## config.mk

```make
export PLATFORM = sky130hd
export DESIGN_NAME = map_rst_vec_det
export DESIGN_NICKNAME = d
export VERILOG_FILES = /design/src/rtl/map_rst_vec_det.sv
export SDC_FILE = /design/constraint.sdc
export NUM_CORES = 1
export LEC_CHECK = 0
export CAP_MARGIN = 40
export CORE_UTILIZATION = 45
export DETAILED_ROUTE_END_ITERATION = 16
export GPL_TIMING_DRIVEN = 1
export HOLD_SLACK_MARGIN = 0.06
export PLACE_DENSITY = 0.76
export RECOVER_POWER = 25
export SKIP_LAST_GASP = 1
export SLEW_MARGIN = 20
export SYNTH_ARGS = -nofsm -noshare
export SYNTH_HDL_FRONTEND = slang
export SYNTH_SLANG_ARGS = --single-unit
```

## constraint.sdc

```tcl
create_clock -name clk -period 1.8 [get_ports clk]
set_input_delay 0.18 -clock clk [delete_from_list [all_inputs] [get_ports clk]]
set_output_delay 0.18 -clock clk [all_outputs]
set_load 0.03 [all_outputs]
```

## src/rtl/map_rst_vec_det.sv

```systemverilog
// Console reset detector: watches the CPU bus for the 6502 reset sequence
// (three stack reads, then $FFFC/$FFFD) and produces a held sys_rst level,
// a one-clock detection strobe and a wrapping detection count.
module map_rst_vec_det #(
    parameter int unsigned HOLD_M2 = 4,
    parameter int unsigned CNT_W   = 8
) (
    input  logic              clk,
    input  logic              map_rst,
    input  logic              m2,
    input  logic [15:0]       cpu_addr,
    input  logic              cpu_rw,
    input  logic              det_en,
    output logic              sys_rst,
    output logic              rst_evt,
    output logic [CNT_W-1:0]  rst_cnt
);

    localparam int unsigned ADDR_W = 16;
    localparam int unsigned HOLD_W = $clog2(HOLD_M2 + 1);

    localparam logic [7:0]        STACK_PAGE = 8'h01;
    localparam logic [ADDR_W-1:0] VEC_LO     = 16'hFFFC;
    localparam logic [ADDR_W-1:0] VEC_HI     = 16'hFFFD;

    typedef enum logic [2:0] {
        ST_IDLE = 3'd0,
        ST_S1   = 3'd1,
        ST_S2   = 3'd2,
        ST_S3   = 3'd3,
        ST_VEC  = 3'd4
    } state_t;

    // M2 synchronizer and edge history
    logic m2_meta;
    logic m2_s;
    logic m2_s_d;

    // Bus cycle captured while M2 is high
    logic [ADDR_W-1:0] cap_addr;
    logic              cap_rw;

    // FSM and hold state
    state_t            state;
    state_t            state_n;
    logic [HOLD_W-1:0] hold_cnt;
    logic [HOLD_W-1:0] hold_cnt_n;
    logic              sys_rst_n;
    logic              rst_evt_n;
    logic [CNT_W-1:0]  rst_cnt_n;

    // Internal combinational decode
    logic fall_c;
    logic stk_rd_c;
    logic stk_wr_c;
    logic vlo_c;
    logic vhi_c;
    logic det_c;

    // Bring M2 into the clk domain and keep one clock of history
    always_ff @(posedge clk or posedge map_rst) begin
        if (map_rst) begin
            m2_meta <= 1'b0;
            m2_s    <= 1'b0;
            m2_s_d  <= 1'b0;
        end else begin
            m2_meta <= m2;
            m2_s    <= m2_meta;
            m2_s_d  <= m2_s;
        end
    end

    // Track the bus while M2 is high; values hold through the fall event
    always_ff @(posedge clk or posedge map_rst) begin
        if (map_rst) begin
            cap_addr <= '0;
            cap_rw   <= 1'b0;
        end else if (m2_s) begin
            cap_addr <= cpu_addr;
            cap_rw   <= cpu_rw;
        end
    end

    // Classify the just-completed bus cycle
    always_comb begin
        fall_c   = m2_s_d & ~m2_s;
        stk_rd_c = cap_rw & (cap_addr[15:8] == STACK_PAGE);
        stk_wr_c = ~cap_rw & (cap_addr[15:8] == STACK_PAGE);
        vlo_c    = cap_rw & (cap_addr == VEC_LO);
        vhi_c    = cap_rw & (cap_addr == VEC_HI);
    end

    // State and output registers
    always_ff @(posedge clk or posedge map_rst) begin
        if (map_rst) begin
            state    <= ST_IDLE;
            hold_cnt <= '0;
            sys_rst  <= 1'b0;
            rst_evt  <= 1'b0;
            rst_cnt  <= '0;
        end else begin
            state    <= state_n;
            hold_cnt <= hold_cnt_n;
            sys_rst  <= sys_rst_n;
            rst_evt  <= rst_evt_n;
            rst_cnt  <= rst_cnt_n;
        end
    end

    // Sequence tracking, detection, hold countdown
    always_comb begin
        state_n    = state;
        det_c      = 1'b0;
        hold_cnt_n = hold_cnt;
        sys_rst_n  = sys_rst;
        rst_evt_n  = 1'b0;
        rst_cnt_n  = rst_cnt;

        if (!det_en) begin
            state_n = ST_IDLE;
        end else if (fall_c) begin
            // Pushes to the stack mean NMI/IRQ/BRK, never a reset
            if (stk_wr_c) begin
                state_n = ST_IDLE;
            end else begin
                case (state)
                    ST_IDLE: state_n = stk_rd_c ? ST_S1 : ST_IDLE;
                    ST_S1:   state_n = stk_rd_c ? ST_S2 : ST_IDLE;
                    ST_S2:   state_n = stk_rd_c ? ST_S3 : ST_IDLE;
                    ST_S3: begin
                        if (vlo_c)
                            state_n = ST_VEC;
                        else if (stk_rd_c)
                            state_n = ST_S3;
                        else
                            state_n = ST_IDLE;
                    end
                    ST_VEC: begin
                        if (vhi_c) begin
                            det_c   = 1'b1;
                            state_n = ST_IDLE;
                        end else if (stk_rd_c) begin
                            state_n = ST_S1;
                        end else begin
                            state_n = ST_IDLE;
                        end
                    end
                    default: state_n = ST_IDLE;
                endcase
            end
        end

        // A detection reloads the hold; it takes priority over the countdown
        if (det_c) begin
            hold_cnt_n = HOLD_W'(HOLD_M2);
            sys_rst_n  = 1'b1;
            rst_evt_n  = 1'b1;
            rst_cnt_n  = rst_cnt + CNT_W'(1);
        end else if (fall_c && (hold_cnt != '0)) begin
            hold_cnt_n = hold_cnt - HOLD_W'(1);
            if (hold_cnt == HOLD_W'(1))
                sys_rst_n = 1'b0;
        end
    end

endmodule
```

==> results of run 1 <==
## worst min-delay path by stage
| stage | depth (start not counted) | slack, ns | end |
|---|---|---|---|
| final | 2 | 0.26 | cap_addr[10] |
| after global placement | 0 | 0.34 | m2_s |
| after CTS | 2 | 0.13 | cap_addr[0] |
| after detailed placement | 0 | 0.33 | m2_s |
| after global routing | 2 | 0.30 | cap_addr[10] |
| after floorplan | 0 | 0.21 | m2_meta |
## registers in the layout, indices dropped and copies added (netlist names)
register / count
hold_cnt: 3
m2_s: 1
cap_rw: 1
m2_s_d: 1
rst_cnt: 8
state: 3
cap_addr: 16
rst_evt: 1
sys_rst: 1
m2_meta: 1
## metrics by stage
| step | hold slack (ns) | util, % |
|---|---|---|
| finish | 0.261 | 60.8 |
| CTS | 0.133 | 60.9 |
| floorplan | 0.211 | - |
| global route | 0.297 | 60.8 |
| global placement | 0.335 | 58.6 |
| detailed placement | 0.335 | 58.6 |
## final cells by class
type / count / area share (%)
flip-flops and latches: 36 / 44.4
multi-input cells: 76 / 31.6
repair buffers: 35 / 16.5
inverters: 5 / 0.986
well taps: 46 / 2.84
clock inverters: 2 / 1.73
clock buffers: 6 / 2.03
## logic make-up (layout without fill, tap and decap cells)
family	after synthesis	count (layout)	synth area share [%]
flops	36	36	57.1
xor+xnor	8	8	4.44
mux	19	19	13.7
buf+inv	7	48	2.22
compound gates	8	8	3.65
simple gates	37	37	15.6
fa+ha+maj	4	4	3.17
## per-layer routing
layer | up-vias | routed length [microns]
li1 | 506 | -
met1 | 532 | 1150
met2 | 27 | 1520
met3 | 7 | 139
met4 | 0 | 35
met5 | - | 0
## where the power goes
group,switching [mW],total [mW],internal [mW]
clock network,0.268,0.559,0.291
logic,0.145,0.302,0.158
registers,0.0569,0.950,0.893
## cells in the final DEF (no fill, tap or decap)
cell type,instances
dfrtp_1,36
clkdlybuf4s50_1,28
mux2_2,17
xnor2_1,8
nand4_1,7
nand3_1,5
nand2_1,5
clkbuf_4,5
inv_1,4
nor2_1,4
ha_1,4
buf_4,4
and3_1,3
nor4_4,2
clkinv_2,2
a21oi_1,2
nor4_1,2
nor2b_1,2
and4_1,2
clkbuf_1,2
dlygate4sd3_1,2
nand4b_1,1
nand2b_4,1
nand2_2,1
a211oi_1,1
nor3_1,1
mux2i_1,1
o21ai_0,1
and2_1,1
a21o_1,1
o211a_1,1
a311o_1,1
a22oi_1,1
mux2_4,1
bufinv_16,1
==> impl_metrics.json, run 1 <==
{
  "grt_pass1_vias": 1123,
  "gp_congestion": 0.705,
  "grt_usage_pct": 18.0,
  "wl_per_cell_microns": 13.8,
  "max-slew-margin-rel_pct": 55.0,
  "ys_types": 31,
  "dieArea_sq_um": 3740,
  "synth_edf_count": 0,
  "cp_max_fo": 6,
  "postCtsSetupBuffers": 0,
  "met3_usage_pct": 7.14,
  "netlist.area_leader.share_pct": 57.1,
  "worstMarginPinSlew_ns": 0.675,
  "area_growth_pct": 28.7,
  "postCtsHoldBufs": 0,
  "seq_area_sq_um": 901,
  "vias_per_cell": 5.20,
  "port_buffers": 30,
  "antenna_cells": 0,
  "grt_pass1_wl_mm": 4.68,
  "start_util_pct": 47.2,
  "clock_skew_ns": 0.00294,
  "setup_violations": 0,
  "cp-endpoint": "rst_cnt[0]",
  "synth_seq_cells": 36,
  "cts_tree": "done",
  "critical_path_class": "flop to primary output",
  "cp.depth": 1,
  "place_worst_setup_slack_ns": 0.145,
  "instances_no_fill": 206,
  "top_usage_layer": "met2",
  "cpMaxStageDelayCell": "clkdlybuf4s50_1",
  "antenna_left": 0,
  "startpoint": "rst_cnt[0]",
  "fp.coreArea_sq_um": 3340,
  "nFillCells": 289,
  "rsz0062_at_grt": "false",
  "root_buffer": "clkbuf_4",
  "synthTopCellsByCount": "36 x dfrtp_1, 17 x mux2_2, 8 x xnor2_1, 7 x nand4_1",
  "fp.dieH_microns": 61.2,
  "first_pass_iters": 4,
  "slew_viol_final": 0,
  "insertion_delay_ns": 0.34,
  "p_leak_nw": 0.897,
  "required_ns": 1.62,
  "crit_chain": "clkdlybuf4s50_1",
  "num_vias": 1072,
  "p_per_area_nw_per_um2": 893,
  "ir_drop_v": 0.000403,
  "multiInputGateArea_sq_um": 641,
  "drc": 0,
  "cts_buffers": 5,
  "cp_data_arrival_time_ns": 1.53,
  "met2_usage_pct": 32.8,
  "synthTopCellsByArea": "dfrtp_1 57%, mux2_2 12%, xnor2_1 4.4%",
  "row_count": 21,
  "drive_gt1_share_pct": 21.3,
  "maxCapViolCount": 0,
  "tns_ns": 0,
  "chipWidth_microns": 61.2,
  "synth_area_sq_um": 1580,
  "yosysMostFrequentCell": "dfrtp_1",
  "timing.rr.start": "cap_addr[1]",
  "fmax_mhz": 583,
  "synth_fp_nets": 144,
  "period_share_pct": 95.2,
  "placed_cells_incl_taps": 198,
  "clock-sinks": 36,
  "clkTransAtPathRegs_ns": 0.11,
  "cp-end-kind": "primary output",
  "cts_buffer_depth": 2,
  "start_kind": "flop",
  "dp_hpwl_mm": 2.25,
  "stdcell_area_sq_um": 2030,
  "nNetsFinal": 184,
  "drt-total-wl_mm": 2.84,
  "antenna_found_initial": 0,
  "syn_inst": 119,
  "synth_largest_area_cell": "dfrtp_1",
  "status": "finished, final reports clean",
  "met1_usage_pct": 18.7,
  "hold_path.class": "input pin to async pin",
  "avgSynthCellArea_sq_um": 13.2,
  "cts_htree_levels": 2,
  "postPlaceCellArea_sq_um": 1960,
  "min_period_ns": 1.71,
  "r2r_cells": 5,
  "synthArstFlopShare_pct": 100,
  "ctsResizeCount": 0,
  "synth-seq-area-share_pct": 57.1,
  "total_power_mw": 1.81,
  "yosysWarningCount": 0,
  "grt_max_degree": 19,
  "setup_ws_ns": 0.0857,
  "r2r_end": "rst_cnt[1]",
  "io_pins": 31,
  "overflow": 0,
  "critPathTopFamily": "buffers and inverters",
  "dominantRegCellSynth": "dfrtp_1",
  "regToRegSetupSlack_ns": 0.24,
  "cp_num_buf_inv": 1,
  "timing.final.hold_violations": 0,
  "drt_iter0_drc": 22,
  "cp_slowest_stage_delay_ns": 0.72
}
Note: power is estimated with default switching activity, not from simulation.
==> run 2: changes to the inputs <==
Settings changed: ABC_CLOCK_PERIOD_IN_PS from default to 1800.
==> results of run 2 <==
No change in the layout: final DEF, timing and power equal those of run 1.
==> run 3: changes to the inputs <==
Settings changed: CELL_PAD_IN_SITES_DETAIL_PLACEMENT from default to 0, CELL_PAD_IN_SITES_GLOBAL_PLACEMENT from default to 1, CORE_UTILIZATION 45 to 40, PLACE_DENSITY 0.76 to 0.82.
==> impl_metrics.json, run 3 (synthesis gave the netlist of run 1 again) <==
{
  "p_per_area_nw_per_um2": 890,
  "drc": 0,
  "grt_pass1_wl_mm": 5.01,
  "maxCapViolCount": 0,
  "critical_path_class": "flop to primary output",
  "clock-sinks": 36,
  "final_cell_mix": "36 x dfrtp_1, 28 x clkdlybuf4s50_1, 17 x mux2_2",
  "placed_cells_incl_taps": 199,
  "p_leak_nw": 0.898,
  "fmax_mhz": 613,
  "postPlaceCellArea_sq_um": 1950,
  "setup_violations": 0,
  "nNetsFinal": 183,
  "period_share_pct": 90.6,
  "start_kind": "flop",
  "cts_htree_levels": 2,
  "cp-end-kind": "primary output",
  "antenna_found_initial": 0,
  "p_int_mw": 1.36,
  "switching_share_pct": 25.0,
  "seq_area_sq_um": 901,
  "wl_per_cell_microns": 13.7,
  "multiInputGateArea_sq_um": 641,
  "start_util_pct": 42.4,
  "slew_viol_final": 0,
  "antenna_left": 0,
  "p_sw_mw": 0.454,
  "io_pins": 31,
  "first_pass_iters": 6,
  "num_vias": 1034,
  "ir_drop_v": 0.000491,
  "cp.depth": 1,
  "critPathTopFamily": "buffers and inverters",
  "top_register": "cap_addr",
  "clkTransAtPathRegs_ns": 0.07,
  "worstMarginPinSlew_ns": 0.846,
  "root_buffer": "clkbuf_8",
  "hold_path.class": "flop to flop",
  "required_ns": 1.62,
  "cts_tree": "done",
  "area_growth_pct": 29.4,
  "reg_top3": "cap_addr x16, rst_cnt x8",
  "clock_skew_ns": 0.00521,
  "cp_data_arrival_time_ns": 1.45,
  "grt_pass1_vias": 1047,
  "min_delay_path_depth": 0,
  "timing.final.hold_violations": 0,
  "postCtsSetupBuffers": 0,
  "cpMaxStageDelayCell": "clkdlybuf4s50_1",
  "antenna_cells": 0,
  "dp_hpwl_mm": 2.10,
  "drt-total-wl_mm": 2.85,
  "drive_gt1_share_pct": 20.8,
  "max-slew-margin-rel_pct": 43.6,
  "clkPwrFrac_pct": 31.2,
  "dieArea_sq_um": 4200,
  "cts_buffers": 5,
  "cp_num_buf_inv": 1,
  "grt_max_degree": 37,
  "cts_buffer_depth": 2,
  "fp.dieH_microns": 64.8,
  "vias_per_cell": 5.00,
  "grt_usage_pct": 16.2,
  "overflow": 0,
  "insertion_delay_ns": 0.28,
  "cp_max_fo": 6,
  "place_worst_setup_slack_ns": 0.110,
  "instances_no_fill": 207,
  "chipWidth_microns": 64.8,
  "row_count": 22,
  "fin_worst_hold_slack_ns": 0.352,
  "power_frac_comb_pct": 16.5,
  "drt_iter0_drc": 63,
  "status": "finished, final reports clean",
  "rsz0062_at_grt": "false",
  "min_period_ns": 1.63,
  "ctsResizeCount": 0,
  "seqPwrFrac_pct": 52.4,
  "gp_congestion": 0.761,
  "stdcell_area_sq_um": 2040,
  "cp_slowest_stage_delay_ns": 0.71,
  "fp.coreArea_sq_um": 3720,
  "port_buffers": 30,
  "tns_ns": 0,
  "setup_ws_ns": 0.170,
  "r2r_cells": 5,
  "largest_register_ffs": 16,
  "final_common_cell": "dfrtp_1",
  "postCtsHoldBufs": 0,
  "nFillCells": 328,
  "crit_chain": "clkdlybuf4s50_1"
}
[run 3: power groups by stage]
stage	clock network, mW	logic (mW)	registers, mW
finish	0.566	0.299	0.951
global route	0.626	0.339	0.965
CTS	0.589	0.305	0.950
detailed placement	0	0.304	0.966
global placement	0	0.298	0.963
floorplan	0	0.184	0.972
[run 3: area by class of cell]
cell class | instances | share of cell area [%]
Clock buffer | 8 | 4.42
Inverter | 5 | 0.982
Multi-Input combinational cell | 76 | 31.4
Sequential cell | 36 | 44.2
Tap cell | 48 | 2.94
Timing Repair Buffer | 34 | 16.1
[run 3: final timing paths]
kind	startpoint	end	slack, ns
min in group asynchronous	map_rst	rst_cnt[5]	0.58
max in group asynchronous	map_rst	cap_addr[14]	0.68
setup / recovery	rst_cnt[0]	rst_cnt[0]	0.17
hold reg to reg	m2_meta	m2_s	0.35
hold / removal	m2_meta	m2_s	0.35
setup reg to reg	cap_addr[1]	rst_cnt[1]	0.21
[run 3: metrics by stage]
step / utilization, % / total power [mW]
final: 54.9 / 1.82
after global routing: 54.9 / 1.93
after CTS: 54.9 / 1.84
after detailed placement: 52.5 / 1.27
after global placement: 52.5 / 1.26
after floorplan: - / 1.16
[run 3: metal layers]
layer / up-vias / wire length [microns] / track usage [%]
met2: 27 / 1340 / 24.2
met1: 502 / 1360 / 21.8
met5: - / 0 / 0
met3: 5 / 111 / 4.23
met4: 0 / 40 / 7.50
li1: 500 / - / -
